$ cat src/rtl/instr_fetch_unit.sv
// Instruction fetch sequencer: walks the byte-wide program ROM, reassembles
// 1/2/3-byte instructions into one word, and hands each word to the control
// unit over a valid/ready handshake. Branch redirects and the END opcode
// steer the sequence.
module instr_fetch_unit (
    input  logic        clk,
    input  logic        reset,
    input  logic        start,
    output logic [7:0]  rom_addr,
    input  logic [7:0]  rom_data,
    output logic        instr_valid,
    input  logic        instr_ready,
    output logic [7:0]  instr_opcode,
    output logic [15:0] instr_operand,
    output logic [7:0]  instr_pc,
    input  logic        branch_valid,
    input  logic [7:0]  branch_target,
    output logic        busy,
    output logic        halted,
    output logic [15:0] instr_count
);

    localparam logic [2:0] S_IDLE     = 3'd0;
    localparam logic [2:0] S_FETCH_OP = 3'd1;
    localparam logic [2:0] S_FETCH_B1 = 3'd2;
    localparam logic [2:0] S_FETCH_B2 = 3'd3;
    localparam logic [2:0] S_ISSUE    = 3'd4;
    localparam logic [2:0] S_HALT     = 3'd5;

    localparam logic [7:0] OP_END = 8'hAA;

    // Total instruction length in bytes, decoded from the opcode byte.
    function automatic logic [1:0] instr_len(input logic [7:0] op);
        logic [1:0] len;
        case (op)
            8'h01, 8'h02, 8'h08, 8'h09: len = 2'd3;
            8'h07:                      len = 2'd2;
            default:                    len = 2'd1;
        endcase
        return len;
    endfunction

    // Instruction counter increment that sticks at all-ones.
    function automatic logic [15:0] sat_inc(input logic [15:0] v);
        return (v == 16'hFFFF) ? v : v + 16'd1;
    endfunction

    logic [2:0]  state_q,   state_d;
    logic [7:0]  pc_q,      pc_d;
    logic [7:0]  opcode_q,  opcode_d;
    logic [15:0] operand_q, operand_d;
    logic [7:0]  ipc_q,     ipc_d;
    logic [15:0] count_q,   count_d;
    logic        redirect;

    // A redirect only applies while an instruction stream is active.
    always_comb begin
        redirect = branch_valid &&
                   (state_q inside {S_FETCH_OP, S_FETCH_B1, S_FETCH_B2, S_ISSUE});
    end

    // Next-state and datapath updates for the fetch sequencer.
    always_comb begin
        state_d   = state_q;
        pc_d      = pc_q;
        opcode_d  = opcode_q;
        operand_d = operand_q;
        ipc_d     = ipc_q;
        count_d   = count_q;

        case (state_q)
            S_IDLE, S_HALT: begin
                if (start) begin
                    pc_d    = 8'h00;
                    count_d = 16'h0000;
                    state_d = S_FETCH_OP;
                end
            end
            S_FETCH_OP: begin
                opcode_d  = rom_data;
                ipc_d     = pc_q;
                operand_d = 16'h0000;
                pc_d      = pc_q + 8'd1;
                state_d   = (instr_len(rom_data) == 2'd1) ? S_ISSUE : S_FETCH_B1;
            end
            S_FETCH_B1: begin
                pc_d = pc_q + 8'd1;
                if (instr_len(opcode_q) == 2'd2) begin
                    operand_d = {8'h00, rom_data};
                    state_d   = S_ISSUE;
                end else begin
                    operand_d = {rom_data, 8'h00};
                    state_d   = S_FETCH_B2;
                end
            end
            S_FETCH_B2: begin
                operand_d = {operand_q[15:8], rom_data};
                pc_d      = pc_q + 8'd1;
                state_d   = S_ISSUE;
            end
            S_ISSUE: begin
                if (instr_ready) begin
                    count_d = sat_inc(count_q);
                    state_d = (opcode_q == OP_END) ? S_HALT : S_FETCH_OP;
                end
            end
            default: begin
                state_d = S_IDLE;
            end
        endcase

        // The redirect wins over sequential flow and over END->HALT, but a
        // handshake in the same cycle has already been counted above.
        if (redirect) begin
            pc_d    = branch_target;
            state_d = S_FETCH_OP;
        end
    end

    // State and datapath registers, all cleared by the asynchronous reset.
    always_ff @(posedge clk or posedge reset) begin
        if (reset) begin
            state_q   <= S_IDLE;
            pc_q      <= 8'h00;
            opcode_q  <= 8'h00;
            operand_q <= 16'h0000;
            ipc_q     <= 8'h00;
            count_q   <= 16'h0000;
        end else begin
            state_q   <= state_d;
            pc_q      <= pc_d;
            opcode_q  <= opcode_d;
            operand_q <= operand_d;
            ipc_q     <= ipc_d;
            count_q   <= count_d;
        end
    end

    // Outputs come straight from registers or from decoding the state register.
    always_comb begin
        rom_addr      = pc_q;
        instr_valid   = (state_q == S_ISSUE);
        instr_opcode  = opcode_q;
        instr_operand = operand_q;
        instr_pc      = ipc_q;
        busy          = (state_q != S_IDLE) && (state_q != S_HALT);
        halted        = (state_q == S_HALT);
        instr_count   = count_q;
    end

endmodule

$ cat config.mk
export PLATFORM = sky130hd
export DESIGN_NAME = instr_fetch_unit
export DESIGN_NICKNAME = d
export VERILOG_FILES = /design/src/rtl/instr_fetch_unit.sv
export SDC_FILE = /design/constraint.sdc
export NUM_CORES = 1
export LEC_CHECK = 0
export BUFFER_PORTS_ARGS = -buffer_cell sky130_fd_sc_hd__buf_2
export CAP_MARGIN = 20
export CORE_MARGIN = 4
export CORE_UTILIZATION = 52
export CTS_CLUSTER_SIZE = 40
export DETAILED_ROUTE_END_ITERATION = 12
export PLACE_DENSITY = 0.76
export SYNTH_ARGS = -nofsm -noshare
export SYNTH_HDL_FRONTEND = slang
export SYNTH_SLANG_ARGS = --single-unit
$ cat constraint.sdc
create_clock -name clk -period 2.5 [get_ports clk]
set_input_delay 0.5 -clock clk [delete_from_list [all_inputs] [get_ports clk]]
set_output_delay 0.5 -clock clk [all_outputs]
set_load 0.05 [all_outputs]
[Word-level counts from Yosys, hierarchy flattened]
Index checks and enable logic that the tools add are counted.
Word-level totals
  register bits after elaboration: 59
  output and inout bits: 59
  bits in latches: 0
  memories: 0
  bits of input ports: 21
  bits in writable memories: 0
  ROM bits: 0
Cells by class
  add/sub/neg operators: 2
  multipliers: 0
  reductions and logical operators: 17
  bitwise logic cells: 1
  mux-type cells: 20
  shifts and indexed selects: 0
  equality and inequality tests: 25
  order comparisons: 0
  divide/modulo/power cells: 0
Operators with widths (count)
  16-bit 2-to-1 mux: 4
  16-bit case mux with 3 select lines: 1
  8-bit by 4-bit == test with 1-bit output (second input constant): 4
  16-bit case mux with 2 select lines: 1
  3-bit 2-to-1 mux: 6
  16-bit by 1-bit adder with 16-bit output (second input constant): 1
  16-bit == test (second input constant): 1
  8-bit by 1-bit == test with 1-bit output (second input constant): 2
  8-bit by 2-bit == test with 1-bit output (second input constant): 2
  8-bit by 3-bit == test with 1-bit output (second input constant): 2
  8-bit 2-to-1 mux: 2
  8-bit case mux with 2 select lines: 1
  3-bit case mux with 5 select lines: 1
  3-bit nonzero test: 3
  8-bit by 1-bit adder with 8-bit output (second input constant): 1
  8-bit == test (second input constant): 1
  2-bit case mux with 2 select lines: 2
  4-bit OR reduction: 2
  3-bit by 2-bit == test with 1-bit output (second input constant): 2
  3-bit == test (second input constant): 2
  3-bit != test (second input constant): 2
  2-bit AND reduction: 3
  2-bit 2-to-1 mux: 2
  2-bit != test (second input constant): 2
  13 further kinds: 15

[Logic depth before layout (Yosys ltp)]
  depth in word-level cells: 8
  gate-level depth with buffers: 10
  depth with buffers taken out: 7

[Worst setup path after synthesis]
Ideal clock, no wire load.
  path type: register -> register
  from: register count_q[0], in the netlist instr_count[0]
  to: register count_q[6], in the netlist instr_count[6]
  cell stages (with the launch flop): 9
  arrival time: 2.266 ns
  library setup time: 0.078 ns
  path buffers: 2
  data required time: 2.422 ns
  slack: 0.156 ns
  cells stage by stage: dfrtp_1 ha_1 and4_1 and4_4 buf_6 a211o_1 buf_6 or3_1 a21oi_1
Between the ends
  cells in the longest elaborated chain, start to end: 4
  elaborated cells on any way between the ends: 7
  classes of those cells: 1 x add/sub; 2 x eq/ne; 3 x mux; 1 x reduce/logical
RTL lines
  start: declaration: RTL line 53  | logic [15:0] count_q, count_d;
  start signal: assignment: RTL line 135  | count_q <= count_d;
  16-bit by 1-bit adder with 16-bit output: RTL line 45  | return (v == 16'hFFFF) ? v : v + 16'd1;
  16-bit 2-to-1 mux: RTL line 45
  16-bit 2-to-1 mux: RTL line 102  | if (instr_ready) begin
  16-bit case mux with 2 select lines: RTL line 71  | case (state_q)
Several ways; a longest one is shown, not always the timed one. The select of a mux whose other input is x is not followed.
A chain may end at the register's enable or synchronous reset.

[Worst setup path after layout]
  from: register state_q[0]
  to: register count_q[6], in the netlist instr_count[6]
Between the ends
  cells in the longest elaborated chain, start to end: 4
  elaborated cells on any way between the ends: 10
  classes of those cells: 5 x eq/ne; 1 x mux; 4 x reduce/logical
RTL lines
  start: declaration: RTL line 48  | logic [2:0] state_q, state_d;
  start signal: assignment: RTL line 130  | state_q <= state_d;
  3-bit == test / 3-bit logical NOT (equally long branches): RTL line 71
  2-bit OR reduction: RTL line 71
  2-bit != test (no source line) / 2-bit nonzero test (equally long branches)
  4-bit AND reduction (no source line)
Several ways; a longest one is shown, not always the timed one.

==> impl_results.md <==
* Outcome: finished, final reports clean
* Clk_skew at 0.00551 ns
* Drt via density at about 5.7
* Required @ worst endpoint at 2.75 ns
* Post-CTS resize count at 0
* Tightest Pin Transition at ~0.69 ns
* CP delay by family, top: compound AO/OA/AOI/OAI gates
* Vias in the first global route at roughly 2400
* Number of remaining DRC errors at 0
* First-pass GRT wire length at 12100 um
* Synth Register Bits at 59
* Final period util at 89.2%
* Core Rows at 27
* Longest Clk Path Bufs at 2
* Simple-Gate Fraction of Synth Area at between 10% and 20%
* Number of post-CTS setup repair buffers at 0
* DP HPWL at approximately 5000 um
* Top cell by count, worst path: a21oi_1
* CP Data Arrival Time at 2.48 ns
* Initial Util at between 50% and 60%
* Final setup viols at 0
* XOR/XNOR Fraction of Synth Area at 2.40%
* Fin crit period at ~2.2 ns
* Logic pwr share at 47.6%
* Syn Std Cell Area at between 2000 and 3000 um2
* Clock power frac at 19.1%
* Num ports at 80
* GRT overflow at 0
* Maximum operating frequency at 0.449 GHz
* Routed Antenna Nets at 0
* Post-synth top flop: dfrtp_1
* Initial DRT Pass Iterations at 6
* Max Cap Viol at 0
* FILL cells at around 490
* Via Count at about 2500
* Compound-Gate Fraction of Synth Area at 15.8%
* Detailed-route wire length per cell at 16.5 um
* Layout area overhead at 22.9%
* Inserted Clock Buffers at 9
* Unrepaired setup endpoints after global routing: false
* Final hold vios at 0
* Slew Viols, Final at 0
* Reg power frac at 33.3%
* Final WL at 7210 um
* Initial antenna violation count at 0
* Die H at 82.9 um
* Fin Setup TNS at 0 ns
* Leakage at roughly 1.8 nW
* Final Util at about 66%
* Layout cells sized above 1 at 35.6%
* # hold bufs at CTS at 0
* Cell Int Power at 0.00224 W
* Multiplexer area fraction after synthesis at under 10%
* Yosys warns at 0
* Final Wtd Congestion at 0.801
* CP max stage cell: dfrtp_1
* Syn_nets at 300
* Crit Path Max Fanout at 17
* Ant. Diodes at 0
* Min-delay worst type: in -> async
* Register area share after synthesis at 50.6%
* Sw Ratio at 47.9%
* Startpoint types: flop
* Clock root buffer: clkbuf_8
* CTS tree: yes
* Drt initial violations at approximately 140
* H-tree level count at 3
* Pin count of the biggest net entering global routing at 36
* CTS sink count at 59
* Max stage delay on crit path at 0.65 ns
* Pwr/cell area at 1200 nW/um2
* Ys async rst share at 100%
* Final #Nets at approximately 380
* Syn avg cell area at 10.5 um2
* Register Area at 1480 um2
* Distinct cells, synth at 53
* Die area at slightly below 7000 um2
* Slew headroom at 54.2%
* Crit path capture type: flop
* Net switching power at 0.00206 W
* Post-synthesis adder-cell area fraction at 0.858%
* Die width at 82.9 um
* Total track usage at 21.5%
* Clk slew on worst S/H paths at about 0.070 ns
* Buf/Inv on CP at 0
* EDFF count, synth at 0
* Largest family of logic cells by synthesized area: simple AND/OR/NAND/NOR gates
* Peak supply drop at 824 uV
* Crit-path cells: mux2_2 > a21oi_1 > a211o_1 > o21ai_0 > a21oi_1
* Synth Instances at 277
* Clock Latency Late Sink at around 0.33 ns
* CP Class: reg -> reg
* Multi-input gate area at 1340 um2
* Port Buffer Count at 79
* Core box area at 5470 um2
flip-flops by register name, summed over array words and instances (netlist names):
register	flops
rom_addr	8
instr_count	16
instr_pc	8
instr_operand	16
state_q	3
instr_opcode	8
Yosys cell counts (all sizes together) (4+ instances only):
library cell  count  area share, %
nand2            19            2.4
and3              8            1.7
or3               8            1.7
inv               7           0.90
a22o             17            5.1
a21oi            13            2.2
dfrtp            59             51
clkbuf            7           0.90
o21ai            18            3.1
nor2             17            2.2
and2              4           0.86
buf               8            1.9
nand2b            7            1.8
mux2             17            6.6
nand4             5            1.1
nor4              5            1.1
nor3              5           0.86
xnor2             5            1.5
nand3             8            1.4
per-stage QoR:
| stage | hold slack (ns) | instances | worst slack [ns] | total power [W] | instance area [um2] |
|---|---|---|---|---|---|
| finish | 0.205 | 437 | 0.271 | 0.00430 | 3580 |
| global route | 0.244 | 437 | 0.0589 | 0.00454 | 3580 |
| CTS | 0.223 | 436 | 0.259 | 0.00432 | 3580 |
| detailed placement | 0.485 | 420 | 0.299 | 0.00349 | 3390 |
| global placement | 0.485 | 420 | 0.406 | 0.00344 | 3390 |
| floorplan | 0.621 | 277 | 0.156 | 0.00299 | 2920 |
cell usage in the layout, fill, tap and decap left out, drive strengths merged, types with 8 or more instances in the layout:
cell type,count
or3,8
and3,8
buf,87
o21ai,18
clkbuf,13
a22o,17
a21oi,13
mux2,17
dfrtp,59
nand3,8
nor2,17
nand2,19
kinds of logic after synthesis:
| family | after synthesis |
|---|---|
| and+or+nand+nor | 101 |
| AOI/OAI and AO/OA | 67 |
| xor gates and xnor gates | 8 |
| muxes | 18 |
| DFF | 59 |
| adders and majority gates | 2 |
| buffers and inverters | 22 |
power groups by stage:
stage	registers, W	logic [W]	clock network (W)
after CTS	0.00143	0.00205	0.000837
after global placement	0.00143	0.00202	0
after global routing	0.00148	0.00217	0.000890
after floorplan	0.00207	0.000920	0
final	0.00143	0.00205	0.000822
after detailed placement	0.00144	0.00205	0
layer usage:
layer / vias to the layer above / wire length [um] / global-route usage [%]
met1: 1212 / 3200 / 27.9
met3: 10 / 370 / 4.86
met5: - / 0 / 0
met4: 0 / 107 / 7.73
met2: 81 / 3530 / 35.3
li1: 1187 / - / -
path summary, 6_finish.rpt:
check	startpoint	to	slack, ns	cells past startpoint
max in group asynchronous	reset	instr_count[2]$_DFFE_PP0P_	1.71	3
hold reg to reg	instr_operand[13]$_DFFE_PP0P_	instr_operand[13]$_DFFE_PP0P_	0.50	1
min in group clk	branch_target[1]	rom_addr[1]$_DFFE_PP0P_	0.39	3
setup / recovery	state_q[0]$_DFFE_PP0P_	instr_count[6]$_DFFE_PP0P_	0.27	5
hold / removal	reset	instr_pc[2]$_DFFE_PP0N_	0.21	2
setup reg to reg	state_q[0]$_DFFE_PP0P_	instr_count[6]$_DFFE_PP0P_	0.27	5
cell type report:
cell class                 count  share of cell area, %
multi-input combinational    196                   37.3
timing repair buffer          87                   13.0
sequential                    59                   41.2
tap                           72                   2.51
inverter                       7                  0.733
clock buffer                  13                   4.71
clock inverter                 3                  0.593
No activity file was read; power rests on OpenSTA's default activity.
